## config.mk

```make
export PLATFORM = sky130hd
export DESIGN_NAME = fir_filter_top
export DESIGN_NICKNAME = d
export VERILOG_FILES = /design/src/rtl/fir_filter_top.sv
export SDC_FILE = /design/constraint.sdc
export NUM_CORES = 2
export LEC_CHECK = 0
export CORE_MARGIN = 5
export CORE_UTILIZATION = 35
export DETAILED_ROUTE_END_ITERATION = 12
export PLACE_DENSITY_LB_ADDON = 0.12
export SETUP_SLACK_MARGIN = 0.02
export SLEW_MARGIN = 10
export SYNTH_ARGS = -nofsm -noshare
export SYNTH_HDL_FRONTEND = slang
export SYNTH_SLANG_ARGS = --single-unit
```

## constraint.sdc

```tcl
create_clock -name clock -period 8.3 [get_ports clock]
set_input_delay 1.66 -clock clock [delete_from_list [all_inputs] [get_ports clock]]
set_output_delay 1.66 -clock clock [all_outputs]
set_load 0.005 [all_outputs]
```

## src/rtl/fir_filter_top.sv

```systemverilog
// rtl/fir_filter_top.sv - 16-tap symmetric low-pass FIR, 3-stage pipeline, round-half-up and saturate
module fir_filter_top #(
  parameter int D_W = 12
) (
  input  logic           clock,
  input  logic           reset,
  input  logic [D_W-1:0] fir_in,
  output logic [D_W-1:0] fir_out
);

  localparam int NTAP = 16;
  localparam int C_W  = 12;
  localparam int P_W  = D_W + C_W;
  localparam int A_W  = D_W + 16;
  localparam int FRAC = 11;

  // Q1.11 taps; they sum to 2048 so the DC gain is exactly one
  localparam logic signed [C_W-1:0] H [NTAP] = '{
    -12'sd8,  -12'sd12, 12'sd0,   12'sd44,
    12'sd120, 12'sd216, 12'sd300, 12'sd364,
    12'sd364, 12'sd300, 12'sd216, 12'sd120,
    12'sd44,  12'sd0,   -12'sd12, -12'sd8
  };

  logic signed [D_W-1:0] x_q   [NTAP];
  logic signed [P_W-1:0] p_d   [NTAP];
  logic signed [P_W-1:0] p_q   [NTAP];
  logic signed [A_W-1:0] acc_d;
  logic signed [A_W-1:0] acc_q;
  logic signed [A_W-1:0] rnd;
  logic signed [A_W-1:0] shf;
  logic        [D_W-1:0] out_d;
  logic        [D_W-1:0] out_q;

  // Delay line: newest sample enters x[0], older samples move toward x[15]
  always_ff @(posedge clock or negedge reset) begin
    if (!reset) begin
      for (int k = 0; k < NTAP; k++) x_q[k] <= '0;
    end else begin
      x_q[0] <= $signed(fir_in);
      for (int k = 1; k < NTAP; k++) x_q[k] <= x_q[k-1];
    end
  end

  // Full-precision tap products; operands are sign-extended before multiplying
  always_comb begin
    for (int k = 0; k < NTAP; k++) begin
      p_d[k] = P_W'(x_q[k]) * P_W'(H[k]);
    end
  end

  // Product stage register
  always_ff @(posedge clock or negedge reset) begin
    if (!reset) begin
      for (int k = 0; k < NTAP; k++) p_q[k] <= '0;
    end else begin
      for (int k = 0; k < NTAP; k++) p_q[k] <= p_d[k];
    end
  end

  // Sum of all products; the accumulator width has headroom for full-scale input
  always_comb begin
    acc_d = '0;
    for (int k = 0; k < NTAP; k++) begin
      acc_d = acc_d + A_W'(p_q[k]);
    end
  end

  // Accumulator stage register
  always_ff @(posedge clock or negedge reset) begin
    if (!reset) begin
      acc_q <= '0;
    end else begin
      acc_q <= acc_d;
    end
  end

  // Round half toward +inf: add half an LSB of the output, then floor-shift
  assign rnd = acc_q + A_W'(1024);
  assign shf = rnd >>> FRAC;

  // Clamp to the output range: in range only when all bits above the output sign agree with it
  always_comb begin
    out_d = shf[D_W-1:0];
    if (!((&shf[A_W-1:D_W-1]) || !(|shf[A_W-1:D_W-1]))) begin
      if (shf[A_W-1]) begin
        out_d = {1'b1, {(D_W-1){1'b0}}};
      end else begin
        out_d = {1'b0, {(D_W-1){1'b1}}};
      end
    end
  end

  // Output stage register
  always_ff @(posedge clock or negedge reset) begin
    if (!reset) begin
      out_q <= '0;
    end else begin
      out_q <= out_d;
    end
  end

  assign fir_out = out_q;

endmodule

```

==> results.md <==
- Of all flip-flops after synthesis, the portion carrying an async set or reset was 100%.
- The post-placement cell count is 4610.
- The initial utilization of the core area, before any placement, comes to 35.2%.
- The final layout contains 4220 nets.
- The initial antenna violation count came to 4.
- The max-slew violation count is 0.
- Summing over every cut layer, the via total after detailed routing is 21000.
- At the worst endpoint, the required time is 8840 ps.
- During synthesis, Yosys emitted a total of 0 warnings.
- The area of the die is 0.109 mm2.
- The min-delay analysis places its worst path in the category flop to flop.
- The clock transition at the register clock pins on the worst setup and hold paths after CTS is 60 ps.
- The first global-routing pass estimated 136000 um of wire.
- The clock sink total is 463.
- For this design, the CTS-stage hold fixing added 0 buffers.
- The upper clock frequency limit is 168 MHz.
- In this run, synthesis inferred 0 flip-flops with an integrated enable.
- Post-CTS timing repair inserted 0 buffers for setup.
- The layout has 10100 filler cells.
- The flow ran to the end, and the final reports show no timing, DRC or antenna violations.
- The net count of the mapped netlist is 4141.
- The number of buffers on the longest clock path is 3.
- The CTS tree is built.
- In this run the worst path has a maximum fanout of 4.
- In the final layout, the share of cells above drive strength 1 is 3.68%.
- Setup violations remaining at the end of the flow were counted as 0.
- The tree is rooted in a clkbuf_16.
- The core area is 0.102 mm2.
- Routability-driven placement finished with a final weighted congestion of 0.854.
- The total of buffers placed on input and output ports is 25.
- The chip width is 330 um.
- The synthesized design contains 463 register bits.
- The number of global-route vias before repair is 23000.
- Of the available clock period, the critical path in the final layout requires 71.5%.
- The worst slew margin relative to its limit is 25.0%.
- Setup repair after global routing left no endpoint under its margin.
- The maximum number of pins on one net before global-route repair is 128.
- The first routing iteration left 886 violations.
- The post-detailed-route DRC marker count is 0.
- After the flow finishes, the layout carries non-filler instances totaling 4715.
- The clock tree skew after final layout is 23.4 ps.
- The post-layout minimum cycle time is 5940 ps.
- The number of violations of the max-capacitance limit is 0.
- In this run the number of H-tree levels came out at 2.
- Among all flip-flop cells after synthesis, the most frequent one is dfrtp_1.
- Data on the critical path arrives at its endpoint at 6480 ps.
- The latest clock arrival within the worst-skew pair is 640 ps.
- The global-route total usage across every layer is 16.3%.
- In the synthesized netlist, the number of instances is 3220.
- The total wire length is 84500 um.
- For this run, the detailed router's first-pass iteration total came to 5.
- Global routing finished with a remaining overflow of 0.
- The summed instance area of the synthesized netlist is 0.0359 mm2.
- The per-instance average area after synthesis is 11.2 um2.
- The number of rows created at floorplan is 117.
- Sequential cells were found to cover 32.3% of the synthesized design area.
- The number of distinct standard cells referenced by the synthesized netlist is 59.
- The detail route stage leaves a number of antenna-violating nets equal to 0.
- Dividing the detail-routed wire length by the instance count gives 17.9 um.
- The number of vias per cell is 4.44.
- Leaving out fill and tap cells, the most frequent cell in the layout is inv_1.
- The library cells used most frequently in the layout, excluding fill and tap cells, are inv_1 (832), dfrtp_1 (463), ha_1 (456).
- Pin placement for this block handled 26 I/O pins.
- At the pin with the least slew margin, the transition time is 1110 ps.
- The worst setup path is captured at a flop.
- For the final routed database, the setup TNS stands at 0 ps.
- Post-CTS repair changed the size of 0 cells.
- The number of clock buffers inserted by TritonCTS is 55.
- The critical path startpoint category is a flop.
- Compared with the post-synthesis result, the final layout area differs by 10.8%.
- The die is 330 um tall.
- The detailed-placement wirelength estimate is 69500 um.
- The setup path with the least slack is of type flop to flop.
- The final number of hold-violating endpoints came to 0.
-- final cells by class --
| type | count | area (um2) | area share [%] |
|---|---|---|---|
| Antenna cell | 3 | 7.51 | 0.0189 |
| Multi-Input combinational cell | 1918 | 21200 | 53.2 |
| Clock buffer | 72 | 1530 | 3.85 |
| Inverter | 832 | 3120 | 7.85 |
| Tap cell | 1368 | 1710 | 4.30 |
| Clock inverter | 30 | 333 | 0.837 |
| Sequential cell | 463 | 11600 | 29.1 |
| Timing Repair Buffer | 29 | 310 | 0.780 |
-- metrics by stage --
| stage | hold WS (ps) | cell area (um2) | worst slack, ps | util [%] |
|---|---|---|---|---|
| floorplan | 331 | 35900 | 2880 | - |
| global placement | 333 | 37900 | 2370 | 37.2 |
| detailed placement | 335 | 37900 | 2320 | 37.2 |
| CTS | 348 | 39800 | 2340 | 39.0 |
| global route | 355 | 39800 | 1950 | 39.0 |
| finish | 345 | 39800 | 2360 | 39.0 |
-- cell families after synthesis --
kind of cell | Yosys count | synth area share [%]
AO/OA/AOI/OAI | 396 | 7.08
buffers and inverters | 839 | 8.77
multiplexers | 10 | 0.293
flip-flops | 463 | 32.3
adder cells (fa/ha/maj) | 908 | 41.1
AND/OR/NAND/NOR | 384 | 5.16
XOR/XNOR | 220 | 5.37
-- synthesized netlist by cell type (all sizes together), types with 15 or more instances --
library cell	instances	area (um2)
a211oi	24	185
a21o	39	293
a21oi	139	696
dfrtp	463	11600
fa	451	9030
ha	456	5710
inv	832	3120
nand2	73	274
nand2b	20	125
nand3	26	130
nor2	138	518
nor2b	15	93.8
nor3	35	175
o21a	31	233
o21ai	67	335
o21bai	17	128
xnor2	159	1390
xor2	61	534
-- per-layer routing --
layer	track usage, %	routed length, um	part of all wire, %	up-vias
met5	0	0	0	-
met4	3.91	2030	2.4	0
met3	2.12	2280	2.7	81
met2	25.8	38600	46	185
met1	23.9	41600	49	10400
li1	-	-	-	10200
-- critical path, cell delays in order (launching register included) --
cell      delay [ps]
dfrtp_1          330
inv_1             50
fa_1             540
inv_1             60
fa_1             530
fa_1             570
fa_1             530
fa_1             540
inv_1             50
fa_1             490
inv_1             40
ha_1             280
o211ai_1          90
a21o_1           220
a211o_1          320
a211o_1          340
a21boi_0         480
a211oi_1         150
a311oi_1         250
-- path summary, 6_finish.rpt --
kind / cells past startpoint / from / to / slack (ps)
min in group asynchronous: 1 / reset / p_q[235] / 1060
setup reg to reg: 18 / p_q[8] / acc_q[27] / 2360
hold reg to reg: 0 / x_q[35] / x_q[23] / 350
max in group asynchronous: 2 / reset / p_q[14] / 5660
hold / removal: 0 / x_q[35] / x_q[23] / 350
setup / recovery: 18 / p_q[8] / acc_q[27] / 2360
-- flip-flops by register name, summed over array words and instances, names as in the netlist --
name and flops:
acc_q 18, x_q 192, fir_out 12, p_q 241
Power is left out: the tool's default activity adds up to more than one toggle a clock period on the data nets, which glitch-free logic cannot reach.
